**src/rtl/meter_ballistics.sv**
```systemverilog
// meter_ballistics
//   VU-style ballistics for the per-window peak magnitude stream. Each update
//   applies instant attack and exponential release to a 23-bit linear level.
//   The next stage converts that level into an 8-bit log2 code
//   {exponent[4:0], mantissa[2:0]} for the IN-9 bargraph drive.
//
//   Optional feature macro: METER_PEAK_HOLD_EN.
//   When it is defined, a peak-hold marker code is kept. The marker is frozen
//   for HOLD_UPDATES updates and then falls by one code per update.
//   Without the macro, hold_code is tied to 0.
//
// Parameters
//   RELEASE_SHIFT : release coefficient; a release subtracts level>>RELEASE_SHIFT (1..8)
//   HOLD_UPDATES  : updates the hold marker stays frozen (1..255)
//
// Ports
//   clk        in   system clock
//   rst        in   synchronous, active-high reset
//   vin        in   one-cycle strobe, new peak magnitude on din
//   din        in   23-bit unsigned peak magnitude
//   vout       out  one-cycle strobe, level_code/hold_code updated
//   level      out  current smoothed linear level (stage 1)
//   level_code out  log2 code of level (stage 2)
//   hold_code  out  peak-hold marker code
module meter_ballistics #(
  parameter int RELEASE_SHIFT = 4,
  parameter int HOLD_UPDATES  = 48
) (
  input  logic        clk,
  input  logic        rst,
  input  logic        vin,
  input  logic [22:0] din,
  output logic        vout,
  output logic [22:0] level,
  output logic [7:0]  level_code,
  output logic [7:0]  hold_code
);

  // Log2 code: p = index of the leading one, m = next three bits below it.
  // Shifting the leading one up to bit 22 gives zero padding for p<3.
  function automatic logic [7:0] log2_code(input logic [22:0] v);
    logic [4:0]  p;
    logic [22:0] n;
    p = 5'd0;
    for (int i = 0; i < 23; i++) begin
      if (v[i]) begin
        p = i[4:0];
      end else begin
        p = p;
      end
    end
    n = v << (5'd22 - p);
    if (v == 23'd0) begin
      return 8'd0;
    end else begin
      return {p, n[21:19]};
    end
  endfunction

  logic        v1_q, v1_d;
  logic [22:0] level_q, level_d;
  logic [22:0] dec_s;
  logic        vout_q, vout_d;
  logic [7:0]  code_q, code_d;
  logic [7:0]  code_s;

  // Stage 1: attack / release on each strobe.
  always_comb begin
    v1_d    = vin;
    level_d = level_q;
    dec_s   = level_q >> RELEASE_SHIFT;
    if (vin) begin
      if (din > level_q) begin
        level_d = din;
      end else if ((dec_s == 23'd0) && (level_q != 23'd0)) begin
        // Small levels would never decay with a pure shift; step down by one instead.
        level_d = level_q - 23'd1;
      end else begin
        level_d = level_q - dec_s;
      end
    end else begin
      level_d = level_q;
    end
  end

  // Stage 2: log conversion of the stage-1 level and the output strobe.
  always_comb begin
    code_s = log2_code(level_q);
    vout_d = v1_q;
    if (v1_q) begin
      code_d = code_s;
    end else begin
      code_d = code_q;
    end
  end

  // Pipeline registers.
  always_ff @(posedge clk) begin
    if (rst) begin
      v1_q    <= 1'b0;
      level_q <= 23'd0;
      vout_q  <= 1'b0;
      code_q  <= 8'd0;
    end else begin
      v1_q    <= v1_d;
      level_q <= level_d;
      vout_q  <= vout_d;
      code_q  <= code_d;
    end
  end

`ifdef METER_PEAK_HOLD_EN
  logic [7:0] hold_q, hold_d;
  logic [7:0] timer_q, timer_d;

  // Peak-hold marker: it follows rising codes and freezes for HOLD_UPDATES
  // updates. After that it falls one code per update. The marker is only
  // decremented while it is strictly above the new code, so it can never
  // fall below that code.
  always_comb begin
    hold_d  = hold_q;
    timer_d = timer_q;
    if (v1_q) begin
      if (code_s >= hold_q) begin
        hold_d  = code_s;
        timer_d = 8'(HOLD_UPDATES);
      end else if (timer_q != 8'd0) begin
        timer_d = timer_q - 8'd1;
      end else begin
        hold_d = hold_q - 8'd1;
      end
    end else begin
      hold_d  = hold_q;
      timer_d = timer_q;
    end
  end

  // Hold registers.
  always_ff @(posedge clk) begin
    if (rst) begin
      hold_q  <= 8'd0;
      timer_q <= 8'd0;
    end else begin
      hold_q  <= hold_d;
      timer_q <= timer_d;
    end
  end

  assign hold_code = hold_q;
`else
  assign hold_code = 8'd0;
`endif

  assign vout       = vout_q;
  assign level      = level_q;
  assign level_code = code_q;

endmodule

```
**config.mk**
```make
export PLATFORM = sky130hd
export DESIGN_NAME = meter_ballistics
export DESIGN_NICKNAME = d
export VERILOG_FILES = /design/src/rtl/meter_ballistics.sv
export SDC_FILE = /design/constraint.sdc
export NUM_CORES = 1
export LEC_CHECK = 0
export ABC_CLOCK_PERIOD_IN_PS = 3950
export CAP_MARGIN = 20
export CORE_MARGIN = 3
export CORE_UTILIZATION = 39
export DETAILED_ROUTE_END_ITERATION = 8
export SLEW_MARGIN = 20
export SYNTH_ARGS = -nofsm -noshare
export SYNTH_HDL_FRONTEND = slang
export SYNTH_SLANG_ARGS = --single-unit
```
**constraint.sdc**
```tcl
create_clock -name clk -period 3.95 [get_ports clk]
set_input_delay 0.9875 -clock clk [delete_from_list [all_inputs] [get_ports clk]]
set_output_delay 0.9875 -clock clk [all_outputs]
set_load 0.02 [all_outputs]
```
==> key figures, run 1 <==
Logic synthesis
  – Number of warning messages in the yosys log: 0
  – Instance count of the mapped netlist: 508
  – Dominant combinational cell family by area after synthesis: compound AO/OA/AOI/OAI gates
  – Number of distinct library cell variants in the gate-level netlist after synthesis: 66
  – Post-synthesis area per instance: 7.81 µm²
  – Synth async-reset ratio: 0%
  – Fraction of the mapped netlist area in compound gates: 25.8%
  – Post-Synth Simple-Gate Area: 19.4%
  – Share of cell area taken by muxes after synthesis: 10.9%
  – Proportion of synthesized chip area in sequential cells: 16.7%
  – Post-Synth Adder-Cell Area: 14.1%
  – Synth Flop Type: dfxtp_1
  – Combined area of all synthesized cells: 3970 µm²
  – Synth Register Bits: 33
  – Post-synth EDFFs: 0
  – Post-synthesis share of cell area spent on xor and xnor gates: 3.97%

Place
  – Hpwl dp: 9370 µm
  – Setup Slack @ Placement: 0.137 ns
  – Global placer's final weighted congestion: 0.859
  – Port Buf Inserts: 57

Die
  – Core ar.: 9820 µm²
  – Number of rows created at floorplan: 36
  – Initial core utilization: 40.4%
  – Chip Width: 107 µm
  – Die area: 11,400 µm²
  – Boundary pin count: 66
  – Vertical die dimension: 107 µm

Timing
  – Maximum clock frequency: 269 MHz
  – Worst setup skew after layout: 0.00950 ns
  – RSZ-0062 raised after global routing: false
  – Relative slew slack: 55.4%
  – Max Transition Viols Final: 0
  – Final worst-path cycle share: 94.3%
  – Setup TNS: 0 ns
  – Hold Violations, Final: 0
  – Post-route setup slack: 0.226 ns
  – Setup Viol. Count Final: 0
  – Worst-Margin Slew: 0.667 ns
  – Minimum period implied by the final worst setup slack: 3.72 ns

Route
  – ANT nets after route: 0
  – Total wire length after detailed routing: 11,700 µm
  – DR vias/cell: 5.53
  – Number of DRC violations after detailed routing: 0
  – TritonRoute pass-1 iters: 4
  – Initial DRC count: 156
  – Routed wire length per instance: 16.4 µm
  – Total number of vias: 3,950

Clock network
  – Clk root buf: clkbuf_8
  – Clock Sink Count: 33
  – H-tree lvl count: 2
  – Clock tree from TritonCTS: built
  – Clock buffers created by TritonCTS: 5
  – Post-CTS clock slew at the launch and capture registers of the worst setup and hold paths: 0.08 ns
  – Number of buffers inserted by post-CTS setup repair: 0
  – Clock latency on the worst-skew pair: 0.29 ns
  – Total of hold buffers inserted after clock tree synthesis: 0
  – Max Root-Sink Buffers: 2

Worst setup path
  – Crit path from: level[4]
  – Worst-path cell with the longest stage delay: or4_4
  – Peak per-stage delay on the critical path: 0.57 ns
  – Buffers and inverters on the worst path: 1
  – CP startpoint kind: flip-flop
  – Critical-path cell list: or4_4 -> nand3b_1 -> o21ai_0 -> ha_1 -> fa_1 -> nand2b_1 -> a21oi_1 -> o21a_1 -> o41ai_1 -> buf_4 -> a211o_1 -> o21ai_1 -> or4_1 -> mux2i_1 -> a221oi_1
  – Crit end category: flip-flop
  – Cell family with most CP delay: simple AND/OR/NAND/NOR gates
  – Data arrival, critical path: 3.86 ns
  – Crit Path Category: reg2reg
  – Worst-path maximum fanout: 3
  – CP Data Required Time: 4.09 ns
  – Worst r2r src: level[4]

Power
  – Combinational share of power: 81.2%
  – Fraction of power spent switching nets: 49.9%
  – Leak pwr: 2.10 nW
  – PD cells: 808 nW/µm²
  – P_int: 0.00200 W
  – Share of power burned in the clock network: 7.3%
  – Net switching power of the design: 0.00200 W
  – Fraction of power consumed by sequential logic: 11.4%
  – Maximum VDD drop: 0.407 mV

Run
  – Max Cap Viol: 0

Finish
  – Area of the multi-input gates: 2970 µm²
  – Area grow syn2layout: 24.7%
  – Sequential cell area: 661 µm²
  – Fraction of final layout cells sized beyond drive strength 1: 10.2%
  – Final Net Count: 650
  – Fillers: 1,014
  – Number of antenna cells inserted: 0

Worst hold path
  – Launch instance of the worst min-delay path: level_code[6]
  – Hold/Removal Path Class: reg2reg

GRT
  – Initial antenna violation count: 0
  – Maximum number of pins on one net before global-route repair: 34
  – Global-route wire length before repair: 19,500 µm
  – Vias in the first global route: 3,879
  – GRT Util Overall: 21.0%
  – Global route overflow: 0

Status
  – Run status: completed
[area by class of cell]
type                    count  share of cell area [%]
clock buffers               7                    1.95
clock inverters             1                   0.101
inverters                  50                    3.79
multi-input cells         398                    60.1
flip-flops and latches     33                    13.4
well taps                 133                    3.36
repair buffers             92                    17.3
[cell usage after synthesis, types with 3 or more instances]
library cell	n	area [µm²]
nor2_1	54	203
ha_1	43	538
inv_1	43	161
dfxtp_1	33	661
mux2i_1	33	330
a21oi_1	26	130
clkbuf_1	20	75.1
a211oi_1	17	128
o21ai_0	17	85.1
nand2_1	15	56.3
a21o_1	14	105
nor2b_1	13	81.3
a31oi_1	11	68.8
nor3_1	11	55.1
o211ai_1	11	82.6
buf_4	10	75.1
nand3_1	10	50.1
o21ai_1	10	50.1
xnor2_1	10	87.6
nand2b_1	9	56.3
nand4_1	9	56.3
nor4_1	6	37.5
a211o_1	5	43.8
inv_2	5	18.8
o21a_1	5	37.5
a221oi_1	4	35.0
mux4_1	3	78.8
nand4b_1	3	26.3
o311ai_1	3	26.3
o31a_1	3	26.3
or3_1	3	18.8
xor2_1	3	26.3
[logic make-up after synthesis]
kind of cell / count (synthesis)
xor+xnor: 15
buf+inv: 84
mux: 37
other cells: 1
compound gates: 146
flops: 33
fa+ha+maj: 44
simple gates: 148
[through the flow]
stage / cells / util [%] / instance area [µm²] / hold slack, ns / total power [W]
3_5_place_dp: 706 / 49.3 / 4840 / 0.479 / 0.00368
6_report: 714 / 50.4 / 4950 / 0.491 / 0.00400
3_3_place_gp: 706 / 49.3 / 4840 / 0.475 / 0.00364
2_1_floorplan: 515 / - / 3990 / 0.556 / 0.00286
4_1_cts: 714 / 50.4 / 4940 / 0.497 / 0.00399
5_1_grt: 714 / 50.4 / 4950 / 0.524 / 0.00437
[registers in the layout, summed over array words and instances, names as in the netlist]
name	flops
level_code	8
v1_q	1
vout	1
level	23
[final timing paths]
path,end,slack [ns],cells after the start
min,level_code[6],0.49,2
max reg2reg,level[22],0.23,15
min reg2reg,level_code[6],0.49,2
max,level[22],0.23,15
[layout by cell type, fill, tap and decap left out, types with 3 or more instances in the layout]
master	count
a31oi_1	11
a211oi_1	17
a211o_1	5
o31a_1	3
nand3_1	10
nor4_1	6
a21oi_1	26
xnor2_1	10
mux4_1	3
xor2_1	3
o211ai_1	11
inv_1	43
a221oi_1	4
nand2_1	15
buf_4	33
nand2b_1	9
o21ai_0	17
or3_1	3
clkbuf_8	7
nand4_1	9
o311ai_1	3
nor2b_1	13
ha_1	43
conb_1	8
nor3_1	11
mux2i_1	33
dfxtp_1	33
o21ai_1	10
nand4b_1	3
nor2_1	54
inv_2	5
a21o_1	14
o21a_1	5
clkdlybuf4s50_1	57
[worst register-to-register path: stages (launching register included)]
cell and delay, ns:
dfxtp_1 0.32, or4_4 0.58, nand3b_1 0.21, o21ai_0 0.19, ha_1 0.25, fa_1 0.23, nand2b_1 0.11, a21oi_1 0.09
o21a_1 0.20, o41ai_1 0.25, buf_4 0.19, a211o_1 0.14, o21ai_1 0.13, or4_1 0.43, mux2i_1 0.14, a221oi_1 0.10
[timing repair]
item | in CTS | in global routing
hold endpoints to repair | 0 | 0
gates resized for setup | 0 | 1
setup endpoints to repair | 0 | 1
[power by group through the flow]
stage / clock [W] / sequential [W] / combinational (W)
after CTS: 0.000302 / 0.000456 / 0.00323
after global routing: 0.000315 / 0.000466 / 0.00358
final: 0.000294 / 0.000456 / 0.00325
after floorplan: 0 / 0.000580 / 0.00228
after detailed placement: 0 / 0.000463 / 0.00322
after global placement: 0 / 0.000461 / 0.00318
[layer usage]
metal,part of all wire [%],routed length [µm],vias up,global-route usage (%)
met5,0,0,-,0
met4,1.4,159,0,5.30
met3,3.7,433,11,2.17
met2,48,5600,94,35.9
met1,47,5550,1856,28.2
li1,-,-,1989,-
Power figures use the tool's default switching activity.
==> inputs of run 2 (changes only) <==
--- a/config.mk
+++ b/config.mk
@@ -7,9 +7,10 @@
 export LEC_CHECK = 0
 export ABC_CLOCK_PERIOD_IN_PS = 3950
 export CAP_MARGIN = 20
-export CORE_MARGIN = 3
+export CORE_MARGIN = 2
 export CORE_UTILIZATION = 39
 export DETAILED_ROUTE_END_ITERATION = 8
+export SETUP_SLACK_MARGIN = 0.4
 export SLEW_MARGIN = 20
 export SYNTH_ARGS = -nofsm -noshare
 export SYNTH_HDL_FRONTEND = slang
==> run 2 against run 1 <==
Total power is 2.9% higher. Utilization is 1.4 points higher. Critical path type unchanged. Combinational power is 5% higher. Sequential power hardly changed. Maximum frequency is 7.0% higher. Highest routed layer unchanged. Largest cell class unchanged.
==> key figures, run 2 (synthesis results as in run 1) <==
Place
  – Port Buf Inserts: 57 (unchanged)
  – Global placer's final weighted congestion: 0.895 (was 0.859)
  – Hpwl dp: 9260 µm (was 9370 µm)

Finish
  – Fillers: 998 (was 1,014)
  – Top library cells by usage in the layout, fill and taps aside: 56 x clkdlybuf4s50_1, 53 x nor2_1, 43 x inv_1, 42 x ha_1, 37 x buf_4 (was 57 x clkdlybuf4s50_1, 54 x nor2_1, 43 x inv_1, 43 x ha_1)
  – Sequential cell area: 661 µm² (unchanged)
  – Max FFs per register: 23 (unchanged)
  – Area grow syn2layout: 28.2% (was 24.7%)
  – Area of the multi-input gates: 3070 µm² (was 2970 µm²)
  – Most common cell after layout, fill and taps aside: clkdlybuf4s50_1 (unchanged)
  – Number of antenna cells inserted: 0 (unchanged)
  – Final Net Count: 655 (was 650)
  – Fraction of final layout cells sized beyond drive strength 1: 13.7% (was 10.2%)
  – End-of-flow core utilization: 51.8% (was 50.4%)

GRT
  – Maximum number of pins on one net before global-route repair: 35 (was 34)
  – Initial antenna violation count: 0 (unchanged)
  – Global-route wire length before repair: 19,300 µm (was 19,500 µm)
  – Vias in the first global route: 3,910 (was 3,879)
  – GRT Util Overall: 21.5% (was 21.0%)
  – Global route overflow: 0 (unchanged)

Die
  – Chip Width: 105 µm (was 107 µm)
  – Core ar.: 9820 µm² (unchanged)
  – Initial core utilization: 40.4% (unchanged)
  – Boundary pin count: 66 (unchanged)
  – Vertical die dimension: 105 µm (was 107 µm)
  – Number of rows created at floorplan: 36 (unchanged)
  – Die area: 11,000 µm² (was 11,400 µm²)

Worst setup path
  – Buffers and inverters on the worst path: 1 (unchanged)
  – CP startpoint kind: flip-flop (unchanged)
  – Critical-path cell list: or4_4 -> nand3b_1 -> o21ai_1 -> ha_2 -> fa_2 -> nand2b_4 -> a21oi_2 -> o21a_1 -> o41ai_2 -> buf_4 -> a211o_1 -> o21ai_2 -> or4_1 -> mux2i_1 -> a221oi_1 (was or4_4 -> nand3b_1 -> o21ai_0 -> ha_1 -> fa_1 -> nand2b_1 -> a21oi_1 -> o21a_1 -> o41ai_1 -> buf_4 -> a211o_1 -> o21ai_1 -> or4_1 -> mux2i_1 -> a221oi_1)
  – CP Data Required Time: 4.08 ns (was 4.09 ns)
  – Worst-path maximum fanout: 3 (unchanged)
  – Cell family with most CP delay: simple AND/OR/NAND/NOR gates (unchanged)
  – Peak per-stage delay on the critical path: 0.57 ns (about the same)
  – Worst r2r src: level[4] (unchanged)
  – Crit Path Category: reg2reg (unchanged)
  – Data arrival, critical path: 3.61 ns (was 3.86 ns)
  – Crit Reg-Reg Endpoint: level[22] (unchanged)
  – Worst-case register-to-register setup slack: 0.47 ns (was 0.23 ns)
  – R2R depth: 15 (unchanged)
  – Crit end category: flip-flop (unchanged)
  – Worst-path cell with the longest stage delay: or4_4 (unchanged)
  – Logic depth of the worst path, buffers included: 15 (unchanged)

Clock network
  – Clock Sink Count: 33 (unchanged)
  – Max Root-Sink Buffers: 2 (unchanged)
  – Clock tree from TritonCTS: built (unchanged)
  – Clk root buf: clkbuf_8 (unchanged)
  – Clock latency on the worst-skew pair: 0.29 ns (about the same)
  – Clock buffers created by TritonCTS: 5 (unchanged)
  – Post-CTS clock slew at the launch and capture registers of the worst setup and hold paths: 0.08 ns (about the same)
  – H-tree lvl count: 2 (unchanged)

Worst hold path
  – Launch instance of the worst min-delay path: level_code[7] (was level_code[6])
  – Terminating pin of the worst hold path: level_code[7] (was level_code[6])
  – Hold/Removal Path Class: reg2reg (unchanged)
  – Cell depth of the worst hold path: 2 (unchanged)

Timing
  – Worst setup skew after layout: 0.00658 ns (was 0.00950 ns)
  – Final worst-path cycle share: 88.1% (was 94.3%)
  – RSZ-0062 raised after global routing: true (was false)
  – Worst-Margin Slew: 0.734 ns (was 0.667 ns)
  – Max Transition Viols Final: 0 (unchanged)
  – Relative slew slack: 50.9% (was 55.4%)
  – Setup TNS: 0 ns (unchanged)
  – Maximum clock frequency: 287 MHz (was 269 MHz)
  – Worst-case hold slack: 0.490 ns (was 0.491 ns)
  – Minimum period implied by the final worst setup slack: 3.48 ns (was 3.72 ns)
  – Setup Viol. Count Final: 0 (unchanged)
  – Hold Violations, Final: 0 (unchanged)

Power
  – Leak pwr: 2.16 nW (was 2.10 nW)
  – Maximum VDD drop: 0.516 mV (was 0.407 mV)
  – PD cells: 809 nW/µm² (was 808 nW/µm²)
  – Total design power: 0.00412 W (was 0.00400 W)

Route
  – Total wire length after detailed routing: 11,900 µm (was 11,700 µm)
  – TritonRoute pass-1 iters: 5 (was 4)
  – Number of DRC violations after detailed routing: 0 (unchanged)
  – Initial DRC count: 210 (was 156)
  – Total number of vias: 4,072 (was 3,950)
  – DR vias/cell: 5.66 (was 5.53)
  – Routed wire length per instance: 16.5 µm (was 16.4 µm)
  – ANT nets after route: 0 (unchanged)

Run
  – Max Cap Viol: 0 (unchanged)

Status
  – Run status: completed (unchanged)
-- run 2: what timing repair did --
item	in CTS	in global routing
cloned	0	1
endpoints found under the setup margin	3	12
buffers inserted	1	4
pin swaps	0	8
resized for setup	7	16
hold buffers	0	0
-- run 2: metrics by stage --
stage               setup slack [ns]  std cells  cell area, µm²
CTS                            0.401        714            4960
global route                   0.301        719            5090
global placement               0.145        705            4840
finish                         0.470        719            5090
floorplan                      0.433        515            3990
detailed placement            0.0610        705            4840
-- run 2: power breakdown --
group	leakage [nW]	internal [W]	switching, W	total [W]
Combinational	1.84	0.00152	0.00188	0.00340
Clock	0.0439	0.000122	0.000138	0.000260
Sequential	0.273	0.000407	0.0000518	0.000459
-- run 2: per-layer routing --
layer / track usage (%) / routed length (µm) / vias up
met5: 0 / 0 / -
met4: 5.43 / 201 / 0
met3: 2.62 / 529 / 18
met2: 36.4 / 5650 / 130
met1: 28.8 / 5480 / 1901
li1: - / - / 2023
-- run 2: how the worst max path moves through the flow --
stage                         from            end  slack (ns)
after floorplan           level[9]  level_code[0]        0.43
after global placement      din[1]      level[18]        0.14
after detailed placement    din[1]      level[18]        0.06
after CTS                   din[8]      level[18]        0.40
after global routing      level[4]      level[22]        0.30
final                     level[4]      level[22]        0.47
-- run 2: cell type report --
cell class              instances  share of cell area [%]
repair buffers                 97                    18.0
clock inverters                 3                   0.344
clock buffers                   5                    1.35
multi-input cells             398                    60.3
flip-flops and latches         33                    13.0
inverters                      50                    3.69
well taps                     133                    3.27
-- run 2: worst reg2reg max path, cell delays in order (launching register included) --
cell and delay [ns]:
dfxtp_1 0.31, or4_4 0.57, nand3b_1 0.22, o21ai_1 0.15
ha_2 0.22, fa_2 0.22, nand2b_4 0.13, a21oi_2 0.06
o21a_1 0.19, o41ai_2 0.19, buf_4 0.17, a211o_1 0.16
o21ai_2 0.09, or4_1 0.41, mux2i_1 0.14, a221oi_1 0.10
